## config.mk

```make
export PLATFORM = sky130hd
export DESIGN_NAME = buf_access_arbiter
export DESIGN_NICKNAME = d
export VERILOG_FILES = /design/src/rtl/nfc_buf_pkg.sv /design/src/rtl/buf_word_counter.sv /design/src/rtl/buf_access_arbiter.sv
export SDC_FILE = /design/constraint.sdc
export NUM_CORES = 1
export LEC_CHECK = 0
export BUFFER_PORTS_ARGS = -buffer_cell sky130_fd_sc_hd__buf_2
export CORE_MARGIN = 4
export CORE_UTILIZATION = 50
export CTS_CLUSTER_SIZE = 20
export DETAILED_ROUTE_END_ITERATION = 10
export PLACE_DENSITY = 0.86
export SLEW_MARGIN = 15
export SYNTH_ARGS = -nofsm -noshare
export SYNTH_HDL_FRONTEND = slang
export SYNTH_SLANG_ARGS = --single-unit
```

## constraint.sdc

```tcl
create_clock -name clk -period 1.9 [get_ports clk]
set_input_delay 0.38 -clock clk [delete_from_list [all_inputs] [get_ports clk]]
set_output_delay 0.38 -clock clk [all_outputs]
set_load 0.02 [all_outputs]
```

## src/rtl/nfc_buf_pkg.sv

```systemverilog
// Shared types and constants for the page-buffer access arbiter.
// - arb_state_e : ownership states of the shared page buffer
// - page_tag_e  : what the buffer currently holds (EMPTY / PROG_DATA / READ_DATA)
// - REQ_*       : request-vector indices; a higher index wins arbitration
// - tag_after   : buffer content left behind by a completed transfer
// - req_state   : state entered when a given request is granted
package nfc_buf_pkg;

    typedef enum logic [2:0] {
        ST_IDLE    = 3'd0,
        ST_HOST_WR = 3'd1,
        ST_NFC_RD  = 3'd2,
        ST_NFC_WR  = 3'd3,
        ST_HOST_RD = 3'd4
    } arb_state_e;

    typedef enum logic [1:0] {
        TAG_EMPTY     = 2'd0,
        TAG_PROG_DATA = 2'd1,
        TAG_READ_DATA = 2'd2
    } page_tag_e;

    // Priority order: nfc_rd > host_rd > nfc_wr > host_wr.
    localparam int NUM_REQ     = 4;
    localparam int REQ_HOST_WR = 0;
    localparam int REQ_NFC_WR  = 1;
    localparam int REQ_HOST_RD = 2;
    localparam int REQ_NFC_RD  = 3;

    function automatic page_tag_e tag_after(input arb_state_e st);
        case (st)
            ST_HOST_WR: return TAG_PROG_DATA;
            ST_NFC_WR:  return TAG_READ_DATA;
            default:    return TAG_EMPTY;
        endcase
    endfunction

    function automatic arb_state_e req_state(input int idx);
        case (idx)
            REQ_HOST_WR: return ST_HOST_WR;
            REQ_NFC_WR:  return ST_NFC_WR;
            REQ_HOST_RD: return ST_HOST_RD;
            REQ_NFC_RD:  return ST_NFC_RD;
            default:     return ST_IDLE;
        endcase
    endfunction

endpackage

```

## src/rtl/buf_word_counter.sv

```systemverilog
// Word counter for one page transfer.
// Ports: clk, rst (sync, active-high), clr (return to zero), inc (count one
// beat), last (current count is the final word of the page).
module buf_word_counter
    import nfc_buf_pkg::*;
#(
    parameter int Depth = 2048,
    parameter int Width = $clog2(Depth)
) (
    input  logic clk,
    input  logic rst,
    input  logic clr,
    input  logic inc,
    output logic last
);

    logic [Width-1:0] count;

    always_ff @(posedge clk) begin
        if (rst || clr) begin
            count <= '0;
        end else if (inc) begin
            count <= count + 1'b1;
        end
    end

    assign last = (count == Width'(Depth - 1));

endmodule

```

## src/rtl/buf_access_arbiter.sv

```systemverilog
// Arbiter for the page buffer shared between the host port and the flash
// controller (NFC) port. One owner per page transfer; the page tag tracks the
// buffer content so each page is produced once and consumed once.
// Ports:
//   clk, rst                     clock, synchronous active-high reset
//   host_wr_req/host_rd_req      host page write / read requests (level)
//   nfc_wr_req/nfc_rd_req        NFC page write / read requests (level)
//   host_valid/nfc_valid         beat strobes from the current owner
//   host_gnt/nfc_gnt             ownership indication
//   buf_sel/buf_we/buf_re        host-side buffer controls
//   cntrl_sel/cntrl_we/cntrl_re  controller-side buffer controls
//   host_done/nfc_done           one-cycle transfer-complete pulses
//   page_tag                     buffer content (page_tag_e encoding)
//   timeout_err                  one-cycle pulse when a stalled transfer aborts
// Optional feature: define BUF_ARB_TIMEOUT_EN to abort a transfer that sees no
// owner beat for TimeoutCycles consecutive cycles.
module buf_access_arbiter
    import nfc_buf_pkg::*;
#(
    parameter int PageDepth     = 2048,
    parameter int CntWidth      = $clog2(PageDepth),
    parameter int TimeoutCycles = 256
) (
    input  logic       clk,
    input  logic       rst,
    input  logic       host_wr_req,
    input  logic       host_rd_req,
    input  logic       nfc_wr_req,
    input  logic       nfc_rd_req,
    input  logic       host_valid,
    input  logic       nfc_valid,
    output logic       host_gnt,
    output logic       nfc_gnt,
    output logic       buf_sel,
    output logic       buf_we,
    output logic       buf_re,
    output logic       cntrl_sel,
    output logic       cntrl_we,
    output logic       cntrl_re,
    output logic       host_done,
    output logic       nfc_done,
    output logic [1:0] page_tag,
    output logic       timeout_err
);

    arb_state_e           state;
    arb_state_e           next_state;
    page_tag_e            tag_q;
    logic [NUM_REQ-1:0]   elig;
    logic                 host_owner;
    logic                 nfc_owner;
    logic                 beat;
    logic                 last;
    logic                 last_beat;
    logic                 abort;

    assign host_owner = (state == ST_HOST_WR) || (state == ST_HOST_RD);
    assign nfc_owner  = (state == ST_NFC_WR)  || (state == ST_NFC_RD);
    assign beat       = (host_owner && host_valid) || (nfc_owner && nfc_valid);
    assign last_beat  = beat && last;
    assign page_tag   = tag_q;

    // A request is only eligible when the buffer holds what it needs.
    assign elig[REQ_HOST_WR] = host_wr_req && (tag_q == TAG_EMPTY);
    assign elig[REQ_NFC_WR]  = nfc_wr_req  && (tag_q == TAG_EMPTY);
    assign elig[REQ_HOST_RD] = host_rd_req && (tag_q == TAG_READ_DATA);
    assign elig[REQ_NFC_RD]  = nfc_rd_req  && (tag_q == TAG_PROG_DATA);

`ifdef BUF_ARB_TIMEOUT_EN
    localparam int StallWidth = $clog2(TimeoutCycles + 1);

    logic [StallWidth-1:0] stall_cnt;

    always_ff @(posedge clk) begin
        if (rst || (state == ST_IDLE) || beat) begin
            stall_cnt <= '0;
        end else begin
            stall_cnt <= stall_cnt + 1'b1;
        end
    end

    // The current beat-less cycle is the TimeoutCycles-th in a row.
    assign abort = (host_owner || nfc_owner) && !beat &&
                   (stall_cnt == StallWidth'(TimeoutCycles - 1));
`else
    logic unused_timeout_cfg;

    assign unused_timeout_cfg = (TimeoutCycles != 0);
    assign abort              = 1'b0;
`endif

    buf_word_counter #(
        .Depth (PageDepth),
        .Width (CntWidth)
    ) u_word_counter (
        .clk  (clk),
        .rst  (rst),
        .clr  (last_beat || abort),
        .inc  (beat),
        .last (last)
    );

    always_ff @(posedge clk) begin
        if (rst) begin
            state <= ST_IDLE;
        end else begin
            state <= next_state;
        end
    end

    // Ascending scan: the highest-index eligible request overrides the rest.
    // Leaving a transfer always passes through IDLE, so grants are never
    // back-to-back.
    always_comb begin
        next_state = state;
        case (state)
            ST_IDLE: begin
                for (int i = 0; i < NUM_REQ; i++) begin
                    if (elig[i]) begin
                        next_state = req_state(i);
                    end
                end
            end
            default: begin
                if (last_beat || abort) begin
                    next_state = ST_IDLE;
                end
            end
        endcase
    end

    always_comb begin
        host_gnt  = 1'b0;
        nfc_gnt   = 1'b0;
        buf_sel   = 1'b0;
        buf_we    = 1'b0;
        buf_re    = 1'b0;
        cntrl_sel = 1'b0;
        cntrl_we  = 1'b0;
        cntrl_re  = 1'b0;
        case (state)
            ST_HOST_WR: begin
                host_gnt = 1'b1;
                buf_sel  = 1'b1;
                buf_we   = host_valid;
            end
            ST_HOST_RD: begin
                host_gnt = 1'b1;
                buf_sel  = 1'b1;
                buf_re   = host_valid;
            end
            ST_NFC_WR: begin
                nfc_gnt   = 1'b1;
                cntrl_sel = 1'b1;
                cntrl_we  = nfc_valid;
            end
            ST_NFC_RD: begin
                nfc_gnt   = 1'b1;
                cntrl_sel = 1'b1;
                cntrl_re  = nfc_valid;
            end
            default: ;
        endcase
    end

    // Tag and completion pulses; a reset or abort discards the partial page.
    always_ff @(posedge clk) begin
        if (rst) begin
            tag_q       <= TAG_EMPTY;
            host_done   <= 1'b0;
            nfc_done    <= 1'b0;
            timeout_err <= 1'b0;
        end else begin
            host_done   <= last_beat && host_owner;
            nfc_done    <= last_beat && nfc_owner;
            timeout_err <= abort;
            if (last_beat) begin
                tag_q <= tag_after(state);
            end else if (abort) begin
                tag_q <= TAG_EMPTY;
            end
        end
    end

endmodule

```

Yosys cells after proc, flatten, opt, wreduce, memory -nomap -nowiden
Index checks and enable logic that the tools add are counted.
{ "op_classes": {"multipliers": 0, "bitwise": 0, "reduce_logical": 19, "order_cmp": 0, "shifts": 0, "div": 0, "add_sub_neg": 1, "eq_ne": 8, "mux": 13} }
{ "ops": {"columns": ["operator", "n"], "rows": [
  ["$mux 3", 6],
  ["$add 11x1->11 const B", 1],
  ["$eq 11x11->1 const B", 1],
  ["$logic_and 1x1->1", 9],
  ["$eq 3x2->1 const B", 2],
  ["$mux 1", 6],
  ["$ne 5x5->1 const B", 1],
  ["$logic_or 1x1->1", 4],
  ["$pmux 2 s2", 1],
  ["$reduce_or 2->1", 2],
  ["$eq 3x1->1 const B", 1],
  ["$eq 3x3->1 const B", 1],
  ["$logic_not 3->1", 1],
  ["$eq 2x1->1 const B", 1],
  ["$eq 2x2->1 const B", 1],
  ["$logic_not 2->1", 1],
  ["$reduce_and 2->1", 1],
  ["$reduce_bool 2->1", 1]
]} }
{ "word_totals": {"mem_bits_rw": 0, "rom_bits": 0, "elab_cells": 46, "latchBits": 0, "out_inout_bits": 13, "n_memories": 0, "regBits": 18} }

Logic depth before layout (Yosys ltp)
{ "depth": {"word_depth": 7, "depth_mapped": 6} }

By module
From an unflattened synthesis, not the netlist that was laid out.
{ "unflattened": {"hier_cells": 105, "hier_area_um2": 967.2} }
{ "by_module_without_submodules": {"columns": ["module", "seq_area_each_um2", "instances", "area_each_um2", "cells_each"], "rows": [
  ["buf_word_counter", 220.2, 1, 511.7, 57],
  ["buf_access_arbiter", 140.1, 1, 455.4, 48]
]} }

Worst setup path after synthesis
Ideal clock, no wire load.
{ "synth_timing": {"kind": "register to register", "startpoint": "reg state[1]", "endpoint": "reg u_word_counter.count[7]", "arrival_ps": 1498, "path_buffers": 1, "slack_ps": 332, "setup_time_ps": 70, "stages_incl_launch_ff": 7, "period_less_slack_ps": 1568, "cell_sequence": "dfxtp_1 -> buf_6 -> nand4bb_4 -> inv_2 -> nor3_4 -> or4_1 -> a21oi_1"} }
{ "synth_between": {"elab_chain_len": 6, "elab_cells_between_ends": 11} }
{ "synth_rtl": {"columns": ["element", "line", "text"], "rows": [
  ["start: declaration", "buf_access_arbiter.sv:46", "arb_state_e state;"],
  ["start signal: assignment", "buf_access_arbiter.sv:107", "state <= next_state;"],
  ["$eq 3x1->1, or another cell as far along", "buf_access_arbiter.sv:57", "assign host_owner = (state == ST_HOST_WR) || (state == ST_HOST_RD);"],
  ["$logic_or 1x1->1, on equally long branches", "buf_access_arbiter.sv:57, buf_access_arbiter.sv:58", null],
  ["$logic_and 1x1->1", "buf_access_arbiter.sv:59", "assign beat = (host_owner && host_valid) || (nfc_owner && nfc_valid);"],
  ["$logic_or 1x1->1 *", "buf_access_arbiter.sv:59", null],
  ["$logic_and 1x1->1", "buf_access_arbiter.sv:60", "assign last_beat = beat && last;"],
  ["$logic_or 1x1->1", "buf_word_counter.sv:20", "if (rst || clr) begin"],
  ["end signal: assignment", "buf_word_counter.sv:23", "count <= count + 1'b1;"],
  ["end: declaration", "buf_word_counter.sv:17", "logic [Width-1:0] count;"]
]} }
Every way passes the cells marked *; elsewhere a longest branch is shown, timed or not.
A chain may end at the register's enable or synchronous reset.

Final worst setup path
{ "layout_timing": {"startpoint": "reg state[2]", "endpoint": "reg tag_q[0], in the netlist page_tag[0]"} }
{ "layout_between": {"elab_chain_len": 5, "elab_cells_between_ends": 11} }
{ "layout_rtl": {"columns": ["element", "line", "text"], "rows": [
  ["$eq 3x1->1, or another cell as far along", "nfc_buf_pkg.sv:31, buf_access_arbiter.sv:57", null],
  ["$logic_or 1x1->1, on equally long branches", "buf_access_arbiter.sv:57, buf_access_arbiter.sv:58", null],
  ["$logic_and 1x1->1", "buf_access_arbiter.sv:59", null],
  ["$logic_or 1x1->1", "buf_access_arbiter.sv:59", null],
  ["$logic_and 1x1->1", "buf_access_arbiter.sv:60", null],
  ["end signal: assignment", "buf_access_arbiter.sv:178", "tag_q <= tag_after(state);"],
  ["end: declaration", "buf_access_arbiter.sv:48", "page_tag_e tag_q;"]
]} }
Several ways; a longest one is shown, not always the timed one.

==> results.json <==
{
  "status": "completed",
  "ios": 21,
  "yosys_warnings": 0,
  "holdBufCountCts": 0,
  "gp_congestion": 0.7730,
  "dpl_worst_slack_ns": 0.1586,
  "detail-route-antenna-nets": 0,
  "routed-wl-met2_um": 1087,
  "areaGrowthSynthToFinish_pct": 13.09,
  "wl_met3_um": 128,
  "seq_area_um2": 362.8,
  "dpl.hpwl_um": 1592,
  "setup_tns_ns": 0,
  "root_buffer": "clkbuf_4",
  "grt_pass1_wl_um": 3898,
  "ctsHtreeMaxLevel": 1,
  "max-cap-violations": 0,
  "fin_crit_ns": 1.740,
  "min_path_type": "in2reg",
  "maxSlewViolCount": 0,
  "core_area_um2": 1783,
  "avgSynthCellArea_um2": 9.025,
  "tightest_slew_ns": 0.5032,
  "crit_path_end_kind": "flop",
  "ys_async_sr_fraction_pct": 0,
  "power.density_nw_per_um2": 748.8,
  "start_util_pct": 54.67,
  "final_cell_mix": "buf_2 (19), dfxtp_1 (16), nor2_1 (10), nand3_1 (7)",
  "p_leak_uw": 0.0004344,
  "placedInstanceArea_um2": 1056,
  "die_w_um": 52.15,
  "relSlewSlack_pct": 66.45,
  "firstDrtPassIters": 4,
  "peakVddDrop_v": 0.0004100,
  "synth-seq-cells": 18,
  "fin_ws_ns": 0.1604,
  "holdWs_ns": 0.3666,
  "wl_per_cell_um": 14.30,
  "vias_per_cell": 5.675,
  "antenna-diode-count": 0,
  "grt_max_degree": 11,
  "core.rowCount": 15,
  "grt_pass1_vias": 891,
  "final_nets": 136,
  "hold_viol": 0,
  "die_area_um2": 2720,
  "finalCritPeriodShare_pct": 91.56,
  "synth-main-ff-cell": "dfxtp_1",
  "synth-edff-count": 0,
  "multi_input_comb_area_um2": 538.0,
  "skew_ns": 0.002036,
  "ys_types": 36,
  "drt_iter0_drc": 13,
  "clkSlewWorstSetupHoldPaths_ns": 0.10,
  "cts_tree": "yes",
  "port_buffers": 19,
  "routed_wl_um": 2160,
  "final_cell_area_um2": 1102,
  "rsz0062_at_grt": "no",
  "cts.path.max_buffers": 2,
  "cts_buffers": 3,
  "critical_path_class": "reg2reg",
  "track_usage_pct": 19.09,
  "grt_remaining_overflow": 0,
  "synth_top_cell_by_area": "dfxtp_1",
  "clock_latency_ns": 0.29,
  "crit_path_max_fanout": 9,
  "crit_required_ns": 2.09,
  "cp_data_arrival_time_ns": 1.93,
  "drive_gt1_share_pct": 28.57,
  "vias": 857,
  "drc": 0,
  "synth_area_um2": 974.7,
  "max_freq_mhz": 574.8,
  "syn_inst": 108,
  "top_layer": "met4",
  "seq_area_frac_synth_pct": 36.97,
  "drt-met1-wl_um": 933,
  "layout_commonest_cell": "buf_2",
  "cp-start-kind": "flop",
  "setup_viol": 0,
  "antenna_found_initial": 0,
  "synth_top_cell_area_share_pct": 36.97,
  "die_h_um": 52.15,
  "syn-num-nets": 117,
  "synth.area.top_cells": "dfxtp_1 (37%), nand4bb_4 (5.6%), nor2_1 (3.9%)",
  "fillCellCount": 153,
  "cts_sinks": 18
}
[path summary, 6_finish.rpt]
path | startpoint | end | slack, ns | depth (start not counted)
worst max-delay path | state[2]$_SDFFE_PP0P_ | page_tag[0]$_SDFFE_PP0P_ | 0.16 | 5
worst min-delay path | rst | u_word_counter.count[8]$_SDFFE_PP0P_ | 0.37 | 2
worst max register to register | state[2]$_SDFFE_PP0P_ | page_tag[0]$_SDFFE_PP0P_ | 0.16 | 5
worst min register to register | u_word_counter.count[10]$_SDFFE_PP0P_ | u_word_counter.count[10]$_SDFFE_PP0P_ | 0.51 | 2
[critical path: stages, from the launching register on]
cell and delay, ns:
dfxtp_2 0.39, nand3b_1 0.29, buf_4 0.20, a31oi_1 0.23, nand3_1 0.21, mux2_2 0.32
[final cells by class]
| class | count | area share [%] |
|---|---|---|
| Sequential cell | 18 | 32.92 |
| Clock buffer | 4 | 3.292 |
| Multi-Input combinational cell | 76 | 48.81 |
| Tap cell | 25 | 2.838 |
| Inverter | 8 | 2.838 |
| Timing Repair Buffer | 20 | 9.308 |
[through the flow]
| step | utilization [%] | std cells | power, uW |
|---|---|---|---|
| after floorplan | - | 108 | 562.4 |
| after CTS | 61.26 | 150 | 831.4 |
| after detailed placement | 59.23 | 146 | 593.6 |
| after global routing | 61.82 | 151 | 882.8 |
| after global placement | 59.23 | 146 | 584.5 |
| final | 61.82 | 151 | 825.4 |
[registers in the layout (all words and copies together), names as in the netlist]
signal                cells
page_tag                  2
nfc_done                  1
state                     3
host_done                 1
u_word_counter.count     11
[synth_stat cells (all sizes together), types with 2 or more instances]
master and n:
a21oi 6, a31oi 3, and4 2, buf 5, dfxtp 18, inv 7, mux2 2, mux2i 2
nand2 6, nand3 7, nand4 2, nand4bb 2, nor2 10, nor2b 2, nor3 3, o21ai 4
o31ai 5, or3 3, or4 4, xnor2 3, xor2 2
[report_power, final]
group          internal [uW]  switching [uW]  leakage, uW  total [uW]
logic                   68.9             101     0.000267         170
registers                393            25.4     0.000147         419
clock network            117             120    0.0000210         237
total                    579             246     0.000434         825
[what timing repair did]
item | 4_1_cts | 5_1_grt
gates resized for setup | 0 | 2
endpoints found under the setup margin | 0 | 10
setup buffers | 0 | 1
[logic make-up (layout without fill, tap and decap cells)]
kind of cell / after synthesis / in the layout / share of synthesized area, %
buf+inv: 14 / 32 / 7.829
compound gates: 21 / 21 / 14.76
flops: 18 / 18 / 36.97
simple gates: 44 / 44 / 29.91
other cells: 1 / 1 / 0.3847
fa+ha+maj: 1 / 1 / 1.283
mux: 4 / 4 / 4.364
xor+xnor: 5 / 5 / 4.494
[per-layer routing]
layer | track usage, % | vias to the layer above
li1 | - | 424
met1 | 23.28 | 403
met2 | 32.22 | 28
met3 | 4.871 | 2
met4 | 6.809 | 0
met5 | 0 | -
Note: power is estimated with default switching activity, not from simulation.
